[src/rtl/data_memory_arbiter_pkg.sv]
// Shared widths, memory size and FSM encoding for the data memory arbiter.
package data_memory_pkg;

  localparam int DATA_ADDR_WIDTH = 16;
  localparam int DATA_WIDTH      = 16;
  localparam int DATA_SIZE       = 1024;
  localparam int NUM_PORTS       = 2;

  typedef enum logic [1:0] {
    ST_IDLE   = 2'd0,
    ST_ACCESS = 2'd1,
    ST_RESP   = 2'd2
  } arb_state_e;

  function automatic logic [NUM_PORTS-1:0] port_onehot(input logic id);
    return id ? 2'b10 : 2'b01;
  endfunction

endpackage

[src/rtl/data_memory_arbiter_if.sv]
// Requester handshakes plus the single-port memory bus, as seen by the arbiter (slave) and its environment (master).
interface data_memory_arbiter_if
  import data_memory_pkg::*;
#(
  parameter int AW = data_memory_pkg::DATA_ADDR_WIDTH,
  parameter int DW = data_memory_pkg::DATA_WIDTH
);

  logic [NUM_PORTS-1:0]         req_valid;
  logic [NUM_PORTS-1:0]         req_ready;
  logic [NUM_PORTS-1:0]         req_write;
  logic [NUM_PORTS-1:0][AW-1:0] req_addr;
  logic [NUM_PORTS-1:0][DW-1:0] req_wdata;

  logic [NUM_PORTS-1:0]         resp_valid;
  logic [NUM_PORTS-1:0]         resp_ready;
  logic [NUM_PORTS-1:0][DW-1:0] resp_rdata;
  logic [NUM_PORTS-1:0]         resp_exc;

  logic [AW-1:0]                mem_addr;
  logic [DW-1:0]                mem_data_in;
  logic                         mem_write;
  logic [DW-1:0]                mem_data_out;
  logic                         mem_exception;

  modport slave (
    input  req_valid, req_write, req_addr, req_wdata, resp_ready,
           mem_data_out, mem_exception,
    output req_ready, resp_valid, resp_rdata, resp_exc,
           mem_addr, mem_data_in, mem_write
  );

  modport master (
    output req_valid, req_write, req_addr, req_wdata, resp_ready,
           mem_data_out, mem_exception,
    input  req_ready, resp_valid, resp_rdata, resp_exc,
           mem_addr, mem_data_in, mem_write
  );

endinterface

[src/rtl/data_memory_arbiter_rr.sv]
// Two-way round-robin pick: a lone requester wins outright, a tie goes to the port not granted last.
module mem_rr_arbiter
  import data_memory_pkg::*;
(
  input  logic [NUM_PORTS-1:0] valid_i,
  input  logic                 last_grant_i,
  output logic                 grant_valid_o,
  output logic                 grant_id_o
);

  always_comb begin
    grant_valid_o = |valid_i;
    case (valid_i)
      2'b01:   grant_id_o = 1'b0;
      2'b10:   grant_id_o = 1'b1;
      2'b11:   grant_id_o = ~last_grant_i;
      default: grant_id_o = 1'b0;
    endcase
  end

endmodule

[src/rtl/data_memory_arbiter.sv]
// Shares one single-port data memory between the load/store unit (port 0) and debug/DMA (port 1).
// One access in flight: IDLE accepts, ACCESS drives the memory for one cycle, RESP holds the result.
module data_memory_arbiter
  import data_memory_pkg::*;
#(
  parameter int DATA_ADDR_WIDTH = data_memory_pkg::DATA_ADDR_WIDTH,
  parameter int DATA_WIDTH      = data_memory_pkg::DATA_WIDTH,
  parameter int DATA_SIZE       = data_memory_pkg::DATA_SIZE
)(
  input logic                  clk,
  input logic                  rst,
  data_memory_arbiter_if.slave bus
);

  localparam logic [1:0] S_IDLE   = ST_IDLE;
  localparam logic [1:0] S_ACCESS = ST_ACCESS;
  localparam logic [1:0] S_RESP   = ST_RESP;

  // One extra bit so a DATA_SIZE equal to 2**DATA_ADDR_WIDTH still compares correctly.
  localparam logic [DATA_ADDR_WIDTH:0] SIZE_LIMIT = (DATA_ADDR_WIDTH+1)'(DATA_SIZE);

  logic [1:0]                 state_q, state_d;
  logic                       grant_q, grant_d;
  logic                       last_grant_q, last_grant_d;
  logic                       write_q, write_d;
  logic [DATA_ADDR_WIDTH-1:0] addr_q, addr_d;
  logic [DATA_WIDTH-1:0]      wdata_q, wdata_d;
  logic [DATA_WIDTH-1:0]      rdata_q, rdata_d;
  logic                       exc_q, exc_d;

  logic grant_valid;
  logic grant_id;
  logic in_range;

  mem_rr_arbiter u_rr (
    .valid_i       (bus.req_valid),
    .last_grant_i  (last_grant_q),
    .grant_valid_o (grant_valid),
    .grant_id_o    (grant_id)
  );

  assign in_range = {1'b0, addr_q} < SIZE_LIMIT;

  always_comb begin
    state_d      = state_q;
    grant_d      = grant_q;
    last_grant_d = last_grant_q;
    write_d      = write_q;
    addr_d       = addr_q;
    wdata_d      = wdata_q;
    rdata_d      = rdata_q;
    exc_d        = exc_q;
    case (state_q)
      S_IDLE: begin
        if (grant_valid) begin
          grant_d      = grant_id;
          last_grant_d = grant_id;
          write_d      = bus.req_write[grant_id];
          addr_d       = bus.req_addr[grant_id];
          wdata_d      = bus.req_wdata[grant_id];
          state_d      = S_ACCESS;
        end
      end
      S_ACCESS: begin
        rdata_d = write_q ? '0 : bus.mem_data_out;
        exc_d   = bus.mem_exception | ~in_range;
        state_d = S_RESP;
      end
      S_RESP: begin
        if (bus.resp_ready[grant_q]) begin
          state_d = S_IDLE;
        end
      end
      default: state_d = S_IDLE;
    endcase
  end

  always_ff @(posedge clk) begin
    if (rst) begin
      state_q      <= S_IDLE;
      grant_q      <= 1'b0;
      last_grant_q <= 1'b1;
      write_q      <= 1'b0;
      addr_q       <= '0;
      wdata_q      <= '0;
      rdata_q      <= '0;
      exc_q        <= 1'b0;
    end else begin
      state_q      <= state_d;
      grant_q      <= grant_d;
      last_grant_q <= last_grant_d;
      write_q      <= write_d;
      addr_q       <= addr_d;
      wdata_q      <= wdata_d;
      rdata_q      <= rdata_d;
      exc_q        <= exc_d;
    end
  end

  // Outputs are silenced while rst is high so an aborted store never reaches memory.
  always_comb begin
    bus.req_ready   = '0;
    bus.resp_valid  = '0;
    bus.resp_rdata  = '0;
    bus.resp_exc    = '0;
    bus.mem_addr    = '0;
    bus.mem_data_in = '0;
    bus.mem_write   = 1'b0;
    if (!rst) begin
      case (state_q)
        S_IDLE: begin
          bus.req_ready[grant_id] = grant_valid;
        end
        S_ACCESS: begin
          bus.mem_addr    = addr_q;
          bus.mem_data_in = wdata_q;
          bus.mem_write   = write_q & in_range;
        end
        S_RESP: begin
          bus.resp_valid           = port_onehot(grant_q);
          bus.resp_rdata[grant_q]  = rdata_q;
          bus.resp_exc[grant_q]    = exc_q;
        end
        default: ;
      endcase
    end
  end

endmodule

[src/flat_wrapper.sv]
// flat-port wrapper written by rule: the top's interface ports become plain ports
module data_memory_arbiter_flat import data_memory_pkg::*;
#(
  parameter int DATA_ADDR_WIDTH = data_memory_pkg::DATA_ADDR_WIDTH,
  parameter int DATA_WIDTH      = data_memory_pkg::DATA_WIDTH,
  parameter int DATA_SIZE       = data_memory_pkg::DATA_SIZE
)
  (clk, rst, bus_req_valid, bus_req_write, bus_req_addr, bus_req_wdata, bus_resp_ready, bus_mem_data_out, bus_mem_exception, bus_req_ready, bus_resp_valid, bus_resp_rdata, bus_resp_exc, bus_mem_addr, bus_mem_data_in, bus_mem_write);
  data_memory_arbiter_if #(.AW((16)), .DW((16))) bus_i ();
  input logic clk;
  input logic rst;
  input wire logic [$bits(bus_i.req_valid)-1:0] bus_req_valid;
  input wire logic [$bits(bus_i.req_write)-1:0] bus_req_write;
  input wire logic [$bits(bus_i.req_addr)-1:0] bus_req_addr;
  input wire logic [$bits(bus_i.req_wdata)-1:0] bus_req_wdata;
  input wire logic [$bits(bus_i.resp_ready)-1:0] bus_resp_ready;
  input wire logic [$bits(bus_i.mem_data_out)-1:0] bus_mem_data_out;
  input wire logic [$bits(bus_i.mem_exception)-1:0] bus_mem_exception;
  output wire logic [$bits(bus_i.req_ready)-1:0] bus_req_ready;
  output wire logic [$bits(bus_i.resp_valid)-1:0] bus_resp_valid;
  output wire logic [$bits(bus_i.resp_rdata)-1:0] bus_resp_rdata;
  output wire logic [$bits(bus_i.resp_exc)-1:0] bus_resp_exc;
  output wire logic [$bits(bus_i.mem_addr)-1:0] bus_mem_addr;
  output wire logic [$bits(bus_i.mem_data_in)-1:0] bus_mem_data_in;
  output wire logic [$bits(bus_i.mem_write)-1:0] bus_mem_write;
  assign bus_i.req_valid = bus_req_valid;
  assign bus_i.req_write = bus_req_write;
  assign bus_i.req_addr = bus_req_addr;
  assign bus_i.req_wdata = bus_req_wdata;
  assign bus_i.resp_ready = bus_resp_ready;
  assign bus_i.mem_data_out = bus_mem_data_out;
  assign bus_i.mem_exception = bus_mem_exception;
  assign bus_req_ready = bus_i.req_ready;
  assign bus_resp_valid = bus_i.resp_valid;
  assign bus_resp_rdata = bus_i.resp_rdata;
  assign bus_resp_exc = bus_i.resp_exc;
  assign bus_mem_addr = bus_i.mem_addr;
  assign bus_mem_data_in = bus_i.mem_data_in;
  assign bus_mem_write = bus_i.mem_write;
  data_memory_arbiter #(.DATA_ADDR_WIDTH(DATA_ADDR_WIDTH), .DATA_WIDTH(DATA_WIDTH), .DATA_SIZE(DATA_SIZE)) u_core (.clk(clk), .rst(rst), .bus(bus_i));
endmodule
[config.mk]
export PLATFORM = sky130hd
export DESIGN_NAME = data_memory_arbiter_flat
export DESIGN_NICKNAME = d
export VERILOG_FILES = /design/src/rtl/data_memory_arbiter_pkg.sv /design/src/rtl/data_memory_arbiter_if.sv /design/src/rtl/data_memory_arbiter_rr.sv /design/src/rtl/data_memory_arbiter.sv /design/src/flat_wrapper.sv
export SDC_FILE = /design/constraint.sdc
export NUM_CORES = 1
export LEC_CHECK = 0
export BUFFER_PORTS_ARGS = -buffer_cell sky130_fd_sc_hd__buf_2
export CORE_UTILIZATION = 45
export DETAILED_ROUTE_END_ITERATION = 16
export HOLD_SLACK_MARGIN = 0.08
export PLACE_DENSITY = 0.81
export SLEW_MARGIN = 20
export SYNTH_ARGS = -nofsm -noshare
export SYNTH_HDL_FRONTEND = slang
export SYNTH_SLANG_ARGS = --single-unit
[constraint.sdc]
create_clock -name clk -period 1.8 [get_ports clk]
set_clock_uncertainty 0.2 [all_clocks]
set_input_delay 0.27 -clock clk [delete_from_list [all_inputs] [get_ports clk]]
set_output_delay 0.27 -clock clk [all_outputs]
set_load 0.02 [all_outputs]
[Word level (Yosys, flattened, before mapping)]
Cells that the tools add are included.
Word-level totals
  bits in registers: 54
  bits of input ports: 89
  output and inout port bits: 71
  logic and storage cells: 66
Cells by class
  magnitude comparators: 5
  equal/unequal tests: 6
  mux-type cells: 34
  bitwise logic cells: 7
  reduce and logical (&&, ||, !) cells: 6
Operator list (count)
  two-way mux 16 bit: 10
  two-way mux 32 bit: 2
  AND 32 bit: 1
  two-way mux 2 bit: 9
  demux 16 bit (select 1 bit): 1
  less-than comparator 16 x 11 -> 1 bit, second input constant: 1
  two-way mux 1 bit: 8
  equality test 2 bit, second input constant: 3
  one-hot mux 2 bit (3 select lines): 1
  AND 2 bit: 2
  less-than comparator 1 x 2 -> 1 bit, second input constant: 2
  inequality test 2 x 1 -> 1 bit, second input constant: 2
  AND reduction 2 bit: 2
  demux 1 bit (select 1 bit): 2
  equality test 2 x 1 -> 1 bit, second input constant: 1
  >= comparator 1 bit, second input constant: 2
  logical AND 1 bit: 2
  zero test 2 bit: 1
  NOT 1 bit: 2
  one-hot mux 1 bit (2 select lines): 1
  OR reduction 2 bit: 1
  AND 1 bit: 1
  OR 1 bit: 1

[Depth between registers and ports, before layout]
  word-level depth: 9
  mapped depth: 6
  gate-level depth less buffers: 3

[Hierarchy]
Synthesis repeated with hierarchy kept, for this count alone.
Unflattened totals
  cells, all modules: 291
  area total of the unflattened synthesis: 2851.5 µm²
By module, submodules not included
  data_memory_arbiter: times used 1, cells an instance 289, area each 2837.7 µm², sequential area each 1081.0 µm²
  mem_rr_arbiter: times used 1, cells an instance 2, area each 13.8 µm², sequential area each 0.0 µm²

[Worst setup path before layout]
No wires, ideal clock.
  kind: reg2out
  from: register u_core.addr_q[10]
  to: output bus_mem_write
  arrival: 1.520 ns
  data required time: 1.330 ns
  setup slack: -0.190 ns
  stages on the path, launching flop included: 3
  path buffers: 0
  path through: dfxtp_1 > or4_1 > nor4_1
Between the ends
  word-level cells in the longest chain between the ends: 4
RTL lines
  from (decl): RTL line data_memory_arbiter.sv:26  | logic [DATA_ADDR_WIDTH-1:0] addr_q, addr_d;
  from (signal assigned): RTL line data_memory_arbiter.sv:93  | addr_q <= addr_d;
  less-than comparator 16 x 11 -> 1 bit: RTL line data_memory_arbiter.sv:42  | assign in_range = {1'b0, addr_q} < SIZE_LIMIT;
  AND 1 bit: RTL line data_memory_arbiter.sv:117  | bus.mem_write = write_q & in_range;
  two-way mux 1 bit: RTL line data_memory_arbiter.sv:110  | case (state_q)
  two-way mux 1 bit: RTL line data_memory_arbiter.sv:109  | if (!rst) begin
  to (decl): RTL line flat_wrapper.sv:25  | output wire logic [$bits(bus_i.mem_write)-1:0] bus_mem_write;
Every way passes these cells.

[Worst setup path after layout]
  from: register u_core.addr_q[13]
  to: output bus_mem_write
The elaborated chain is that of the path after synthesis.

==> metrics.md <==
| Metric | Value |
|---|---|
| Run status | finished with violations |
| Failing checks | negative setup slack |
| Total power | about 0.0033 W |
| Leak | between 2 and 2.5 nW |
| Total I/O pin count | 160 |
| Final GP Congestion | about 0.78 |
| Vias per inst | around 5.5 |
| Crit path kind | reg2out |
| Worst-margin pin slew | slightly above 0.6 ns |
| CP Launch Point | u_core.addr_q[13] |
| Via Count | roughly 3600 |
| Critical R2R Launch | u_core.addr_q[13] |
| Fin Hold WS | ~0.11 ns |
| Clock latency on the worst-skew pair | roughly 0.30 ns |
| Area grow syn2layout | 77.0% |
| RSZ-0062 raised after global routing | true |
| Yosys top cell by area | dfxtp_1 |
| Clock Sinks | 54 |
| FP Rows | 28 |
| Setup TNS | -7.13 ns |
| Cell area power density | roughly 630 nW/µm² |
| Post-Syn Nets | approximately 420 |
| Final Max Slew Viols | 0 |
| N_diodes | 0 |
| Setup ws final | -0.206 ns |
| Sequential element share of the synthesized area | 37.2% |
| Max_cap viols | 0 |
| Layout Nets | 665 |
| Initial antenna violation count | 0 |
| Die height | 82.3 µm |
| Synth cell types | 34 |
| Post-synthesis mux area share | less than 1% |
| CP arrival | 1.54 ns |
| Routed wire length | between 10000 and 15000 µm |
| Synth Warn # | 0 |
| Post-synthesis compound-gate area fraction | 28.3% |
| H-tree levels | 2 |
| Placed cells | between 500 and 600 |
| Die area | ~6800 µm² |
| Top cell type's share of synthesized area | a little under two fifths |
| Ys async rst share | 0% |
| Total core area | between 6000 and 7000 µm² |
| Relative slew slack | between 50% and 60% |
| Final hold vios | 0 |
| Post-Syn Area | between 2000 and 3000 µm² |
| Adder-Cell Fraction of Synth Area | 0% |
| Post-synth EDFFs | 0 |
| Worst Hold Launch | bus_req_valid[1] |
| Vias in the first global route | 3476 |
| Hpwl dp | approximately 6000 µm |
| Synth Register Bits | 54 |
| Hold WC Path Type | in2reg |
| Clock Pin Slew Worst Setup and Hold Paths | around 0.090 ns |
| Crit end category | output port |
| Post-synthesis average cell area | around 8.7 µm² |
| CTS root buf | clkbuf_8 |
| Final setup violating endpoints | around 70 |
| Total CTS buffers | 5 |
| Initial Util | between 40% and 50% |
| Layout cells sized above 1 | between 40% and 50% |
| Crit share post-route | 111% |
| Residual DRC | 0 |
| Router iterations before antenna repair | 5 |
| Tmin final | 2.01 ns |
| Synthesized instance count | around 330 |
| CTS Buffer Depth | 2 |
| First-pass GRT wire length | approximately 17000 µm |
| Non-Filler Instances | between 600 and 700 |
| Antenna Nets Post-Route | 0 |
| CTS tree | done |
| Simple-Gate Fraction of Synth Area | 28.2% |
| Largest family of logic cells by synthesized area | compound AO/OA/AOI/OAI gates |
| Avg WL per Cell | ~18 µm |
| CP required | 1.33 ns |
| Die width | approximately 80 µm |
| Max FO, Critical Path | 2 |
| Startpoint Class | register |
| Main synth FF type | dfxtp_1 |
| PortBufs | 159 |
| Total GRT Usage | ~34% |
| 1st-iter DRT viols | 198 |
| VDD IR max | 0.000418 V |
| XOR/XNOR share of the synthesized area | 0% |
| F_max | about 500 MHz |
| Global route overflow | 0 |
| Largest net degree at the start of global routing | 33 |
| Synth area leaders | dfxtp_1 37%, a311oi_2 14%, and2_1 14% |
[metal layers]
layer  part of all wire [%]  track usage (%)
met1                     36             35.6
met2                     51             60.2
met3                     10             9.12
met4                    3.6             18.6
met5                      0                0
[metrics by stage]
step | util [%] | instance area [µm²] | setup WS, ns
2_1_floorplan | - | 2910 | 0.00529
3_3_place_gp | 63.1 | 3820 | 0.0161
3_5_place_dp | 63.1 | 3820 | -0.0323
4_1_cts | 82.9 | 5020 | -0.217
5_1_grt | 84.8 | 5140 | -0.269
6_report | 84.8 | 5140 | -0.206
[sequential cells by signal, indices dropped and copies added, names as in the netlist]
register / cells
u_core.grant_q: 1
u_core.exc_q: 1
u_core.wdata_q: 16
u_core.state_q: 2
u_core.rdata_q: 16
u_core.last_grant_q: 1
u_core.write_q: 1
u_core.addr_q: 16
[path summary, 6_finish.rpt]
| path | to | slack, ns | cells after the start |
|---|---|---|---|
| max | bus_mem_write | -0.21 | 3 |
| min | u_core.grant_q | 0.11 | 3 |
| max reg2reg | u_core.exc_q | 0.07 | 4 |
| min reg2reg | u_core.rdata_q[12] | 0.30 | 1 |
[cells in the mapped netlist (2+ instances only)]
library cell and number:
a21oi_1 34, a22o_1 16, a311oi_1 4, a311oi_2 28, and2_1 65, and3_1 2
buf_2 12, buf_6 2, buf_8 2, clkbuf_1 13, dfxtp_1 54, inv_1 2
nand2_1 65, nand2b_1 4, nand4_1 2, nor2_1 4, nor2b_1 4, nor3_2 2
nor4_1 2
[layout make-up]
class / instances / area (µm²)
Timing Repair Buffer: 267 / 2090
Tap cell: 75 / 93.8
Inverter: 2 / 7.51
Fill cell: 339 / 921
Multi-Input combinational cell: 246 / 1750
Sequential cell: 54 / 1090
Clock inverter: 1 / 30.0
Clock buffer: 7 / 76.3
[what timing repair did]
action	CTS	global route
setup buffers	5	4
gates resized for setup	87	22
endpoints found under the hold margin	51	0
hold buffers	82	0
endpoints found under the setup margin	68	89
pin swaps	3	5
[where the power goes]
group | switching [W] | internal (W)
sequential | 0.0000907 | 0.00133
combinational | 0.000516 | 0.000520
clock | 0.000387 | 0.000417
total | 0.000994 | 0.00226
[cells in the final DEF, fill, tap and decap left out, drive strengths merged]
master	instances
a211oi	1
a21bo	1
a21boi	1
a21oi	34
a22o	16
a311oi	32
and2	66
and3	2
buf	185
bufinv	1
clkbuf	7
dfxtp	54
dlygate4sd3	82
inv	2
mux2	1
nand2	65
nand2b	4
nand3	1
nand4	2
nor2	4
nor2b	4
nor3	3
nor3b	1
nor4	2
o21ai	2
o21bai	1
o311ai	1
or2	1
or4	1
[logic make-up after synthesis]
kind of cell | count (synthesis)
AOI/OAI and AO/OA | 89
buffers and inverters | 32
DFF | 54
muxes | 1
and+or+nand+nor | 156
[critical path, cell delays in order, from the launching register on]
cell	delay, ns
dfxtp_2	0.34
or4_4	0.55
nor4_4	0.16
buf_4	0.18
No activity file was read; power rests on OpenSTA's default activity.
